==> config.mk <==
export PLATFORM = sky130hd
export DESIGN_NAME = timestamp_fifo_reader
export DESIGN_NICKNAME = d
export VERILOG_FILES = /design/src/rtl/timestamp_fifo_reader.sv
export SDC_FILE = /design/constraint.sdc
export NUM_CORES = 1
export LEC_CHECK = 0
export CAP_MARGIN = 0
export CORE_MARGIN = 5
export CORE_UTILIZATION = 35
export CTS_CLUSTER_SIZE = 25
export DETAILED_ROUTE_END_ITERATION = 8
export PLACE_DENSITY_LB_ADDON = 0.05
export SLEW_MARGIN = 20
export SYNTH_ARGS = -nofsm -noshare
export SYNTH_HDL_FRONTEND = slang
export SYNTH_SLANG_ARGS = --single-unit
==> constraint.sdc <==
create_clock -name BUS_CLK -period 7.07 [get_ports BUS_CLK]
set_clock_uncertainty 0.05 [all_clocks]
set_input_delay 2.121 -clock BUS_CLK [delete_from_list [all_inputs] [get_ports BUS_CLK]]
set_output_delay 2.121 -clock BUS_CLK [all_outputs]
set_load 0.02 [all_outputs]
==> src/rtl/timestamp_fifo_reader.sv <==
// Pops 32-bit timestamp words from a FWFT FIFO, checks identifier and index order,
// and presents each reassembled 64-bit timestamp on a valid/ready handshake.
module timestamp_fifo_reader #(
  parameter logic [6:0] IDENTIFIER   = 7'b0000001,
  parameter int         ERRCNT_WIDTH = 8
) (
  input  logic                    BUS_CLK,
  input  logic                    BUS_RST,
  input  logic                    FIFO_EMPTY,
  input  logic [31:0]             FIFO_DATA,
  output logic                    FIFO_READ,
  output logic                    TS_VALID,
  input  logic                    TS_READY,
  output logic [63:0]             TS_DATA,
  output logic [ERRCNT_WIDTH-1:0] ERR_ID_CNT,
  output logic [ERRCNT_WIDTH-1:0] ERR_SEQ_CNT,
  input  logic                    CLR_ERR
);

  typedef enum logic [1:0] {
    W0  = 2'd0,
    W1  = 2'd1,
    W2  = 2'd2,
    OUT = 2'd3
  } state_t;

  state_t                  state_r;
  state_t                  state_next_s;
  logic [45:0]             asm_r;
  logic [63:0]             ts_data_r;
  logic                    ts_valid_r;
  logic [ERRCNT_WIDTH-1:0] err_id_r;
  logic [ERRCNT_WIDTH-1:0] err_seq_r;

  logic       accept_s;
  logic       id_ok_s;
  logic [1:0] idx_s;
  logic       load0_s;
  logic       load1_s;
  logic       ts_load_s;
  logic       id_err_s;
  logic       seq_err_s;

  function automatic logic [ERRCNT_WIDTH-1:0] sat_inc(input logic [ERRCNT_WIDTH-1:0] v);
    return (&v) ? v : v + {{(ERRCNT_WIDTH-1){1'b0}}, 1'b1};
  endfunction

  // Reads are blocked while a finished timestamp waits and while reset is held.
  assign FIFO_READ = (state_r != OUT) & ~FIFO_EMPTY & ~BUS_RST;
  assign accept_s  = FIFO_READ;
  assign id_ok_s   = (FIFO_DATA[31:25] == IDENTIFIER);
  assign idx_s     = FIFO_DATA[24:23];

  assign TS_VALID    = ts_valid_r;
  assign TS_DATA     = ts_data_r;
  assign ERR_ID_CNT  = err_id_r;
  assign ERR_SEQ_CNT = err_seq_r;

  // Next-state and word classification
  always_comb begin
    state_next_s = state_r;
    load0_s      = 1'b0;
    load1_s      = 1'b0;
    ts_load_s    = 1'b0;
    id_err_s     = 1'b0;
    seq_err_s    = 1'b0;
    case (state_r)
      W0, W1, W2: begin
        if (!accept_s) begin
          state_next_s = state_r;
        end else if (!id_ok_s) begin
          id_err_s = 1'b1;
        end else if (state_r == W0 && idx_s == 2'd0) begin
          load0_s      = 1'b1;
          state_next_s = W1;
        end else if (state_r == W1 && idx_s == 2'd1) begin
          load1_s      = 1'b1;
          state_next_s = W2;
        end else if (state_r == W2 && idx_s == 2'd2) begin
          ts_load_s    = 1'b1;
          state_next_s = OUT;
        end else if (idx_s == 2'd0) begin
          seq_err_s    = 1'b1;
          load0_s      = 1'b1;
          state_next_s = W1;
        end else begin
          seq_err_s    = 1'b1;
          state_next_s = W0;
        end
      end
      OUT: begin
        if (TS_READY) begin
          state_next_s = W0;
        end else begin
          state_next_s = OUT;
        end
      end
      default: state_next_s = W0;
    endcase
  end

  // State, assembly, output and saturating error counters
  always_ff @(posedge BUS_CLK or posedge BUS_RST) begin
    if (BUS_RST) begin
      state_r    <= W0;
      asm_r      <= 46'd0;
      ts_data_r  <= 64'd0;
      ts_valid_r <= 1'b0;
      err_id_r   <= {ERRCNT_WIDTH{1'b0}};
      err_seq_r  <= {ERRCNT_WIDTH{1'b0}};
    end else begin
      state_r    <= state_next_s;
      ts_valid_r <= (state_next_s == OUT);
      if (load0_s) begin
        asm_r[22:0] <= FIFO_DATA[22:0];
      end else if (load1_s) begin
        asm_r[45:23] <= FIFO_DATA[22:0];
      end
      if (ts_load_s) begin
        ts_data_r <= {FIFO_DATA[17:0], asm_r};
      end
      if (CLR_ERR) begin
        err_id_r  <= {ERRCNT_WIDTH{1'b0}};
        err_seq_r <= {ERRCNT_WIDTH{1'b0}};
      end else begin
        if (id_err_s) begin
          err_id_r <= sat_inc(err_id_r);
        end
        if (seq_err_s) begin
          err_seq_r <= sat_inc(err_seq_r);
        end
      end
    end
  end

endmodule

# --- Yosys cells after proc, flatten, opt, wreduce, memory -nomap -nowiden ---
# Cells that the tools add are included.
classes:
  div: 0
  mux: 41
  reduce_logical: 13
  shifts: 0
  bitwise: 5
  order_cmp: 0
  n_eq_ne: 10
  add_sub_neg: 2
  multipliers: 0
op_table:
  columns: ["op", "count"]
  rows:
  - ["8-bit 2-to-1 mux", 6]
  - ["1-bit 2-to-1 mux", 28]
  - ["8-bit by 1-bit adder with 8-bit output (second input constant)", 2]
  - ["8-bit AND reduction", 2]
  - ["2-bit 2-to-1 mux", 6]
  - ["2-bit == test (second input constant)", 4]
  - ["7-bit by 1-bit == test with 1-bit output (second input constant)", 1]
  - ["2-bit != test (second input constant)", 3]
  - ["2-bit AND reduction", 3]
  - ["2-bit by 1-bit == test with 1-bit output (second input constant)", 2]
  - ["2-bit logical NOT", 2]
  - ["2-bit case mux with 2 select lines", 1]
  - ["2-bit nonzero test", 2]
  - ["1-bit logical AND", 3]
  - ["1-bit NOT", 3]
  - ["3-bit OR reduction", 1]
  - ["1-bit bitwise AND", 2]
totals:
  regBits: 129
  latch_bits: 0
  n_memories: 0
  ram_bits: 0
  romBits: 0
  in_bits: 37
  wordCells: 78
  out_inout_bits: 82

# --- Logic depth before layout (Yosys ltp) ---
logic_depth:
  ltp_word: 10
  ltp_mapped: 7
  depth_no_buf: 5

# --- Worst setup path after synthesis ---
# OpenSTA, ideal clock, no wires.
synth_timing:
  kind: "input-to-output"
  start: "input port BUS_RST"
  end: "output port FIFO_READ"
  path_slack_ns: 2.414
  arrival_ns: 2.485
  n_path_buf: 0
  required_time_ns: 4.899
  cell_stages: 1
  path_cell_list: "a211oi_4"
synth_between:
  elab_chain_len: 2
synth_rtl:
  columns: ["item", "line", "rtl"]
  rows:
  - ["start, declared", "8", "input logic BUS_RST,"]
  - ["1-bit NOT", "49", "assign FIFO_READ = (state_r != OUT) & ~FIFO_EMPTY & ~BUS_RST;"]
  - ["1-bit bitwise AND", "49", null]
  - ["end, declared", "11", "output logic FIFO_READ,"]
# Every way passes these cells.

# --- Final worst setup path ---
# Ends and elaborated chain as after synthesis.

==> out/metrics.yaml <==
pwr:
  vdd_drop_max_v: 0.000134
  p_int_mw: 1.31
  power_density_mw_per_mm2: 228
  p_leak_nw: 3.42
  pwr-share-comb_pct: 3.4
  swShare_pct: 20.2
  clkPwrFrac_pct: 51.2
  seqPwrFrac_pct: 45.4
  p_switching_uw: 331
  total_power_mw: 1.64
clock_tree:
  cts_tree: "yes"
  clk_path_buf_depth: 2
  cts_resized: 0
  root_buffer: "clkbuf_16"
  htreeDepth: 4
  cts_sinks: 129
  cts_buffers: 17
  hold_buffers: 0
  post_cts.repair.setup_buffers: 0
  clock_latency_ns: 0.41
  path_clk_slew_ns: 0.05
sta:
  finalHoldViolCount: 0
  setup_viol: 0
  tightest_slew_ns: 1.02
  period_share_pct: 82.4
  period_needed_ns: 5.83
  tns_ns: 0
  max_freq_mhz: 172
  slew_headroom_pct: 31.8
  rsz0062_at_grt: "no"
  maxSlewViolCount: 0
worst_setup_path:
  crit_type: "input port to primary output"
  rr_worst_depth: 4
  required_ns: 4.90
  r2r_end: "TS_DATA[13]"
  endpoint_kind: "primary output"
  critPathMaxFanout: 6
  arrival_ns: 3.66
  r2r_start: "state_r[1]"
  cp-start-kind: "input port"
  ff2ff_setup_slack_ns: 4.14
floorplan:
  die_height_um: 133
  ioPinCount: 119
  dieArea_mm2: 0.0177
  rows: 45
  initial_utilization_pct: 35.3
  core_mm2: 0.0150
  fp.dieW_um: 133
yosys:
  synth_nets: 402
  synth_ff_type: "dfrtp_1"
  ys_ff_latch: 129
  synthTopCellsByArea: "dfrtp_1 61%, mux2_1 13%, mux2_2 12%"
  synthMostInstantiatedCell: "dfrtp_1"
  syn_inst: 363
  synth_top_area_share_pct: 61.1
  synth_common_cells: "129 x dfrtp_1, 60 x mux2_1, 56 x mux2_2, 11 x buf_2, 11 x nor2_1"
  synthArstFlopShare_pct: 100
  syn_area_per_cell_um2: 14.6
  yosysSeqAreaShare_pct: 61.1
  ys_types: 44
  ys_warn_count: 0
  yosysTopAreaCell: "dfrtp_1"
  synth-edff-count: 0
  synth_area_mm2: 0.00528
placed_design:
  place_hpwl_um: 7460
  io_buffers: 118
  place_congestion: 0.779
drt:
  drt_iter0_drc: 135
  drt_wl_total_um: 11300
  drc: 0
  ant_nets: 0
  post_drt_wl_per_cell_um: 16.5
  vias: 3372
  first_pass_iters: 4
  via_per_inst: 4.92
grt:
  antenna_found_initial: 0
  grt_pass1_vias: 3637
  overflow: 0
  grt_pass1_wl_um: 19000
  grt_max_degree: 80
  grt_usage_pct: 13.6
final_layout:
  area_growth_pct: 36.3
  layout.nets: 525
  diodes: 0
  drive_gt1_share_pct: 18.7
status:
  status: "completed"
hold_path:
  worstHoldStart: "asm_r[21]"
  worstHoldEndpoint: "TS_DATA[21]"
  holdPathStages: 1
  hp-class: "flip-flop to flip-flop"
flow_run:
  max-cap-violations: 0
## worst max-delay path by stage
stage	end	from	slack [ns]	cells past startpoint
after floorplan	ERR_ID_CNT[0]	BUS_RST	1.46	1
after global placement	FIFO_READ	BUS_RST	1.27	3
after detailed placement	FIFO_READ	BUS_RST	1.23	3
after CTS	FIFO_READ	BUS_RST	1.23	3
after global routing	FIFO_READ	BUS_RST	1.15	3
final	FIFO_READ	BUS_RST	1.24	3
## registers in the layout, indices dropped and copies added, names as in the netlist
name and count:
ERR_SEQ_CNT 8, TS_DATA 64, TS_VALID 1, state_r 2, asm_r 46, ERR_ID_CNT 8
## layer usage
metal	track usage, %	part of all wire (%)	routed length, µm
met1	17.2	45	5070
met2	20.7	46	5240
met3	5.40	6.6	749
met4	5.72	1.9	214
met5	0	0	0
## power groups by stage
stage	registers [mW]	clock network [mW]	logic, mW
2_1_floorplan	0.757	0	0.0237
6_report	0.744	0.840	0.0558
3_3_place_gp	0.757	0	0.0572
5_1_grt	0.744	0.894	0.0636
3_5_place_dp	0.757	0	0.0582
4_1_cts	0.744	0.864	0.0583
## cell usage in the layout, fill, tap and decap left out, types with 5 or more instances in the layout
master	Yosys	routed
a21oi_1	10	10
clkbuf_1	2	5
clkbuf_16	0	17
clkdlybuf4s50_1	0	118
dfrtp_1	129	129
mux2_1	60	60
mux2_2	56	56
nand2_1	7	7
nand3_1	8	8
nor2_1	11	11
nor2b_1	9	9
nor4_1	5	5
o31ai_1	5	5
or4_1	5	5
## per-stage QoR
stage | cells | hold slack, ns | setup slack (ns) | util (%) | cell area (µm²)
5_1_grt | 685 | 0.450 | 1.15 | 48.1 | 7200
3_3_place_gp | 655 | 0.411 | 1.27 | 44.3 | 6640
3_5_place_dp | 655 | 0.420 | 1.23 | 44.3 | 6640
6_report | 685 | 0.427 | 1.24 | 48.1 | 7200
4_1_cts | 685 | 0.428 | 1.23 | 48.1 | 7200
2_1_floorplan | 363 | 0.402 | 1.46 | - | 5280
## critical path, cell delays in order
cell and delay, ns:
clkdlybuf4s50_1 0.53, a211oi_4 0.34, clkdlybuf4s50_1 0.67
## cell type report
| type | instances | area [µm²] |
|---|---|---|
| clock buffers | 25 | 485 |
| clock inverters | 5 | 78.8 |
| fillers | 1351 | 7780 |
| inverters | 4 | 20.0 |
| multi-input cells | 213 | 1950 |
| flip-flops and latches | 129 | 3230 |
| well taps | 188 | 235 |
| repair buffers | 121 | 1200 |
## cell families after synthesis
family / synth area share [%]
AOI/OAI and AO/OA: 3.98
adders and majority gates: 0.474
and+or+nand+nor: 7.37
buffers and inverters: 1.99
xor gates and xnor gates: 0.166
muxes: 24.9
DFF: 61.1
No activity file was read; power rests on OpenSTA's default activity.
